<file path="src/rtl/button_event_ctrl_pkg.sv">
// -----------------------------------------------------------------------------
// button_event_ctrl_pkg
//
// Purpose: shared definitions for the crane-game button debounce / event
//          scheduler. Holds the width helper functions, default tick timing,
//          the logical button index map and the scan FSM state type.
//
// Contents:
//   clog2()          ceil(log2(value)), 0 for value <= 1
//   cnt_width()      bits needed to hold 0..max_value, never less than 1
//   TICK_DIV_2P5MS   system clocks per 2.5 ms sample tick at 100 MHz
//   BTN_*            bit positions of each control button in btn_raw
//   scan_state_t     IDLE / SCAN states of the time-multiplexed update path
// -----------------------------------------------------------------------------
package button_event_ctrl_pkg;

    localparam int TICK_DIV_2P5MS = 250000;

    // Bit positions of the physical controls inside the button vector.
    localparam int BTN_UP    = 0;
    localparam int BTN_DOWN  = 1;
    localparam int BTN_LEFT  = 2;
    localparam int BTN_RIGHT = 3;
    localparam int BTN_DROP  = 4;
    localparam int BTN_COUNT = 5;

    typedef enum logic {
        ST_IDLE = 1'b0,
        ST_SCAN = 1'b1
    } scan_state_t;

    function automatic int clog2(input int value);
        int v;
        int r;
        v = value - 1;
        r = 0;
        while (v > 0) begin
            r = r + 1;
            v = v >> 1;
        end
        return r;
    endfunction

    // Width of a counter that must hold every value 0..max_value.
    function automatic int cnt_width(input int max_value);
        int w;
        w = clog2(max_value + 1);
        return (w < 1) ? 1 : w;
    endfunction

endpackage

</file>
<file path="src/rtl/button_event_ctrl_tick_gen.sv">
// -----------------------------------------------------------------------------
// button_event_ctrl_tick_gen
//
// Purpose: sample-tick divider for the button scanner. Counts system clocks
//          0..TICK_DIV-1 while enabled and strobes sample_tick in the cycle
//          the counter sits on its last value. Disabling holds the counter at
//          zero so the next tick is a full period after re-enable.
//
// Ports:
//   clock        in   system clock
//   resetn       in   asynchronous active-low reset
//   enable       in   1 = run the divider, 0 = hold counter at 0
//   sample_tick  out  one-clock strobe at the start of each scan
// -----------------------------------------------------------------------------
module button_event_ctrl_tick_gen
    import button_event_ctrl_pkg::*;
#(
    parameter int TICK_DIV = TICK_DIV_2P5MS
) (
    input  logic clock,
    input  logic resetn,
    input  logic enable,
    output logic sample_tick
);

    localparam int              CNT_W    = cnt_width(TICK_DIV - 1);
    localparam logic [CNT_W-1:0] CNT_LAST = CNT_W'(TICK_DIV - 1);

    logic [CNT_W-1:0] r_cnt;
    logic             w_last;

    assign w_last = (r_cnt == CNT_LAST);

    always_ff @(posedge clock or negedge resetn) begin
        if (!resetn) begin
            r_cnt <= '0;
        end else if (!enable || w_last) begin
            r_cnt <= '0;
        end else begin
            r_cnt <= r_cnt + 1'b1;
        end
    end

    // Gated by enable so a falling enable in the last-count cycle never
    // launches a scan.
    assign sample_tick = enable & w_last;

endmodule

</file>
<file path="src/rtl/button_event_ctrl.sv">
// -----------------------------------------------------------------------------
// button_event_ctrl
//
// Purpose: shared debounce and event scheduler for all crane-game control
//          buttons. One tick divider and one time-multiplexed update path
//          service N_BTN buttons in turn: on every sample tick the scan FSM
//          visits button 0..N_BTN-1, one per clock, updating its stable
//          counter, debounced level and hold counter. Everything runs on the
//          system clock; no derived clocks.
//
// Ports:
//   clock          in   system clock (100 MHz)
//   resetn         in   asynchronous active-low reset
//   enable         in   run sample ticks (0 holds the divider at 0)
//   btn_raw        in   [N_BTN] raw asynchronous buttons, active-high
//   btn_level      out  [N_BTN] debounced level
//   press_pulse    out  [N_BTN] one-clock pulse on accepted 0->1
//   release_pulse  out  [N_BTN] one-clock pulse on accepted 1->0
//   repeat_pulse   out  [N_BTN] one-clock auto-repeat pulse while held
//   sample_tick    out  one-clock strobe at the start of each scan
// -----------------------------------------------------------------------------
module button_event_ctrl
    import button_event_ctrl_pkg::*;
#(
    parameter int N_BTN        = BTN_COUNT,
    parameter int TICK_DIV     = TICK_DIV_2P5MS,
    parameter int STABLE_CNT   = 4,
    parameter int REPEAT_DELAY = 200,
    parameter int REPEAT_RATE  = 40
) (
    input  logic             clock,
    input  logic             resetn,
    input  logic             enable,
    input  logic [N_BTN-1:0] btn_raw,
    output logic [N_BTN-1:0] btn_level,
    output logic [N_BTN-1:0] press_pulse,
    output logic [N_BTN-1:0] release_pulse,
    output logic [N_BTN-1:0] repeat_pulse,
    output logic             sample_tick
);

    localparam int IDX_W  = cnt_width(N_BTN - 1);
    localparam int STB_W  = 4;
    localparam int HOLD_W = clog2(REPEAT_DELAY + 1);

    localparam logic [IDX_W-1:0]  IDX_LAST    = IDX_W'(N_BTN - 1);
    localparam logic [STB_W-1:0]  STB_ACCEPT  = STB_W'(STABLE_CNT);
    localparam logic [HOLD_W-1:0] HOLD_FIRST  = HOLD_W'(REPEAT_DELAY);
    localparam logic [HOLD_W-1:0] HOLD_RELOAD = HOLD_W'(REPEAT_DELAY - REPEAT_RATE);

    // Two-flop synchronizer per button; r_sync2 is the value the scan sees.
    logic [N_BTN-1:0]  r_sync1;
    logic [N_BTN-1:0]  r_sync2;

    // Per-button state, touched only in that button's scan slot.
    logic [STB_W-1:0]  r_stable [N_BTN];
    logic [HOLD_W-1:0] r_hold   [N_BTN];

    scan_state_t       r_state;
    logic [IDX_W-1:0]  r_idx;

    logic              w_tick;
    logic              w_sync;
    logic              w_level;
    logic [STB_W-1:0]  w_stb_inc;
    logic [HOLD_W-1:0] w_hold_inc;
    logic              w_differ;
    logic              w_toggle;
    logic              w_repeat;

    button_event_ctrl_tick_gen #(
        .TICK_DIV (TICK_DIV)
    ) u_tick_gen (
        .clock       (clock),
        .resetn      (resetn),
        .enable      (enable),
        .sample_tick (w_tick)
    );

    assign sample_tick = w_tick;

    // Decode of the button currently in its scan slot.
    always_comb begin
        w_sync     = r_sync2[r_idx];
        w_level    = btn_level[r_idx];
        w_stb_inc  = r_stable[r_idx] + 1'b1;
        w_hold_inc = r_hold[r_idx] + 1'b1;
        w_differ   = (w_sync != w_level);
        w_toggle   = w_differ && (w_stb_inc == STB_ACCEPT);
        // A toggle in the same slot wins over a repeat.
        w_repeat   = w_level && !w_toggle && (w_hold_inc == HOLD_FIRST);
    end

    always_ff @(posedge clock or negedge resetn) begin
        if (!resetn) begin
            r_sync1       <= '0;
            r_sync2       <= '0;
            btn_level     <= '0;
            press_pulse   <= '0;
            release_pulse <= '0;
            repeat_pulse  <= '0;
            r_state       <= ST_IDLE;
            r_idx         <= '0;
            for (int i = 0; i < N_BTN; i++) begin
                r_stable[i] <= '0;
                r_hold[i]   <= '0;
            end
        end else begin
            r_sync1 <= btn_raw;
            r_sync2 <= r_sync1;

            // Pulses are single-clock unless re-asserted by a slot below.
            press_pulse   <= '0;
            release_pulse <= '0;
            repeat_pulse  <= '0;

            case (r_state)
                ST_IDLE: begin
                    if (w_tick) begin
                        r_state <= ST_SCAN;
                        r_idx   <= '0;
                    end
                end

                ST_SCAN: begin
                    // Debounce: count consecutive samples that disagree with
                    // the accepted level; any agreeing sample restarts it.
                    if (!w_differ) begin
                        r_stable[r_idx] <= '0;
                    end else if (w_toggle) begin
                        r_stable[r_idx]      <= '0;
                        btn_level[r_idx]     <= ~w_level;
                        press_pulse[r_idx]   <= ~w_level;
                        release_pulse[r_idx] <= w_level;
                    end else begin
                        r_stable[r_idx] <= w_stb_inc;
                    end

                    // Hold timer: counts slots spent at level 1. After the
                    // first repeat it is reloaded so the next one fires
                    // REPEAT_RATE slots later; it therefore never wraps.
                    if (w_toggle || !w_level) begin
                        r_hold[r_idx] <= '0;
                    end else if (w_repeat) begin
                        r_hold[r_idx]       <= HOLD_RELOAD;
                        repeat_pulse[r_idx] <= 1'b1;
                    end else begin
                        r_hold[r_idx] <= w_hold_inc;
                    end

                    if (r_idx == IDX_LAST) begin
                        r_state <= ST_IDLE;
                        r_idx   <= '0;
                    end else begin
                        r_idx <= r_idx + 1'b1;
                    end
                end

                default: begin
                    r_state <= ST_IDLE;
                    r_idx   <= '0;
                end
            endcase
        end
    end

endmodule

</file>
<file path="config.mk">
export PLATFORM = sky130hd
export DESIGN_NAME = button_event_ctrl
export DESIGN_NICKNAME = d
export VERILOG_FILES = /design/src/rtl/button_event_ctrl_pkg.sv /design/src/rtl/button_event_ctrl_tick_gen.sv /design/src/rtl/button_event_ctrl.sv
export SDC_FILE = /design/constraint.sdc
export NUM_CORES = 1
export LEC_CHECK = 0
export BUFFER_PORTS_ARGS = -buffer_cell sky130_fd_sc_hd__buf_4
export CORE_AREA = 2 2 77 153
export CTS_BUF_LIST = sky130_fd_sc_hd__clkbuf_16
export CTS_CLUSTER_DIAMETER = 30
export DETAILED_ROUTE_END_ITERATION = 16
export DIE_AREA = 0 0 79 155
export PLACE_DENSITY = 0.67
export SETUP_SLACK_MARGIN = 0.1
export SYNTH_ARGS = -nofsm -noshare
export SYNTH_HDL_FRONTEND = slang
export SYNTH_SLANG_ARGS = --single-unit
</file>
<file path="constraint.sdc">
create_clock -name clock -period 4.83 [get_ports clock]
set_clock_uncertainty 0.2 [all_clocks]
set_input_delay 0.2415 -clock clock [delete_from_list [all_inputs] [get_ports clock]]
set_output_delay 0.2415 -clock clock [all_outputs]
set_load 0.01 [all_outputs]
</file>
==> results_dict.tcl <==
set metrics [dict create \
    antenna_found_initial 0 \
    cp_slowest_cell "dfrtp_1" \
    io_pins 29 \
    antenna_left 0 \
    crit_path_start_kind "flop" \
    fin_crit_sh_pct 79.12 \
    slowest_delay_ps 910 \
    cts_buffers 9 \
    core_area_sq_um 11150 \
    crit_arrival_ps 3860 \
    h-tree-depth 3 \
    rsz0062_at_grt "false" \
    nNetsFinal 545 \
    netlist.area_leader.share_pct 51.71 \
    viasPerCell 5.646 \
    cts.sinks 112 \
    status "finished clean" \
    ys.flop_type "dfrtp_1" \
    wl_mm 11.65 \
    worstHoldPathType "reg -> reg" \
    cap_violations 0 \
    dieArea_sq_um 12250 \
    first_iter_violations 239 \
    row_count 55 \
    grt_pass1_wl_mm 19.35 \
    path_cells "mux2_1 > a221oi_2 > inv_1 > ha_1 > xnor2_1 > o211ai_4 > or2_1 > o31ai_1" \
    cp.required_ps 4860 \
    cp_max_fo 21 \
    gp_congestion 0.8407 \
    fill_cells 1041 \
    die_w_microns 79 \
    grt_max_degree 70 \
    post_drt_wl_per_cell_microns 17.24 \
    criticalPathCategory "reg -> reg" \
    setup_viol 0 \
    powerDensity_nw_per_um2 277.1 \
    synth_edf_count 0 \
    slew_headroom_pct 25.32 \
    clock.fmax_ghz 0.2617 \
    clkLatencyLatePin_ps 350 \
    synthesis.area_sq_um 5420 \
    grt_pass1_vias 3694 \
    async_flop_share_pct 100.0 \
    io_buffers 28 \
    finalCriticalPeriod_ps 3821 \
    synth_cell_type_count 69 \
    area_growth_pct 11.31 \
    leakage_nw 2.680 \
    drtPass1Iterations 4 \
    synth_nets 523 \
    place_hpwl_mm 7.721 \
    drv_slew 0 \
    cts_tree "built" \
    cts_max_path_buffers 2 \
    synth_seq_area_share_pct 51.71 \
    cts_root_buf "clkbuf_16" \
    crit_family "compound AO/OA/AOI/OAI gates" \
    initial_utilization_pct 48.62 \
    ys_ff_latch 112 \
    cp-end-kind "flop" \
    hold_buffers 7 \
    synth.largest_area_cell "dfrtp_1" \
    grt-ovfl-total 0 \
    cts.repair.resized 0 \
    dpl.cell_count 654 \
    num_antenna_cells 0 \
    vias 3817 \
    die_h_microns 155 \
    path_buf_inv 1 \
    tightest_slew_ps 1117 \
    layout.cells.non_filler 676 \
    syn_area_per_cell_sq_um 10.67 \
    yosys_warnings 0 \
    ir_drop_v 0.0002281 \
    synth.most_common_cell "dfrtp_1" \
    drcViolationCount 0 \
    grt_usage_pct 20.26 \
    fin_tns_setup_ps 0 \
    hold_viol_final 0 \
    ys_top_cells_by_count "dfrtp_1, nand2_1, o31ai_1, nor2_1, clkbuf_1" \
    syn_inst 508 \
    drive_above_1_share_pct 17.23 \
    clk_pin_slew_worst_paths_ps 70 \
    netlist_top_cells_area "dfrtp_1, o31ai_1, nand2_1" \
    cts_setup_buffers 0 \
    whs_ps 147.6 \
]
[worst reg2reg max path, delay by kind of cell (launching register included)]
kind,cells,cell delay [ps]
AOI/OAI and AO/OA,3,1020
xor gates and xnor gates,1,350
adders and majority gates,1,210
buffers and inverters,1,120
DFF,1,910
muxes,1,410
and+or+nand+nor,1,500
[cells in the final DEF, fill, tap and decap left out, types with 3 or more instances in the layout]
cell type      netlist  routed
o21ai_0             18      18
clkinv_4             0       3
nand4_1              4       4
nand3_1             11      11
o21ai_1              7       7
nor3_2              10      10
mux2i_1             15      15
or2_2                3       3
clkbuf_16            0       9
o22ai_1              4       4
dfrtp_1            112     112
nand2_1             76      76
o31ai_1             47      47
nand2b_1             7       7
nor2_1              35      35
ha_1                 7       7
a31oi_1              5       5
a21oi_1              8       8
and3_1               7       7
xnor2_1             11      11
mux2_1               3       3
nor3_1               8       8
dlygate4sd3_1        0       7
and2_1               5       5
buf_4                3      38
inv_1                6       6
o31ai_2              5       5
xor2_1              11      11
[power breakdown]
| part | total (W) | internal [W] | switching [W] |
|---|---|---|---|
| Sequential | 0.000946 | 0.000943 | 0.00000247 |
| Combinational | 0.0000340 | 0.0000101 | 0.0000239 |
| Clock | 0.000692 | 0.000351 | 0.000341 |
[metrics by stage]
stage	util (%)	cell area, sq um	worst slack, ps	total power (W)
4_1_cts	54.12	6033	1023	0.001689
3_5_place_dp	51.05	5692	1049	0.0009953
5_1_grt	54.12	6033	789.4	0.001726
2_1_floorplan	-	5420	1829	0.0009692
3_3_place_gp	51.05	5692	1156	0.0009947
6_report	54.12	6033	1009	0.001672
[worst paths after layout]
kind	cells after the start	slack, ps	endpoint	from
setup / recovery	8	1010	btn_level[0]$_DFFE_PN0P_	r_idx[1]$_DFFE_PN0P_
hold / removal	0	150	r_sync2[1]$_DFF_PN0_	r_sync1[1]$_DFF_PN0_
setup reg to reg	8	1010	btn_level[0]$_DFFE_PN0P_	r_idx[1]$_DFFE_PN0P_
hold reg to reg	0	150	r_sync2[1]$_DFF_PN0_	r_sync1[1]$_DFF_PN0_
max in group asynchronous	3	3010	r_stable[14]$_DFFE_PN0P_	resetn
min in group asynchronous	2	330	u_tick_gen.r_cnt[6]$_DFF_PN0_	resetn
[final cells by class]
type | count | area (sq um) | share of cell area [%]
timing repair buffer | 45 | 355.3 | 5.890
multi-input combinational | 355 | 2400 | 39.78
tap | 142 | 177.7 | 2.945
clock inverter | 6 | 46.29 | 0.7673
sequential | 112 | 2803 | 46.45
inverter | 7 | 26.28 | 0.4355
clock buffer | 9 | 225.2 | 3.733
[sequential cells by signal, indices dropped and copies added, names as in the netlist]
name / count
press_pulse: 5
r_sync2: 5
r_hold: 40
r_sync1: 5
r_stable: 20
u_tick_gen.r_cnt: 18
release_pulse: 5
repeat_pulse: 5
r_state: 1
btn_level: 5
r_idx: 3
[cell families (layout without fill, tap and decap cells)]
kind of cell	count (synthesis)	in the layout	share of synthesized area, %
multiplexers	21	21	4.224
XOR/XNOR	23	23	3.855
flip-flops	112	112	51.71
buffers and inverters	41	67	4.016
AO/OA/AOI/OAI	114	114	16.32
AND/OR/NAND/NOR	190	190	18.26
adder cells (fa/ha/maj)	7	7	1.616
[routing by layer]
metal	up-vias	global-route usage (%)	share of wire (%)
li1	1849	-	-
met1	1888	27.63	45
met2	67	33.21	51
met3	13	3.074	2.9
met4	0	6.404	1.5
met5	-	0	0
Note: power is estimated with default switching activity, not from simulation.
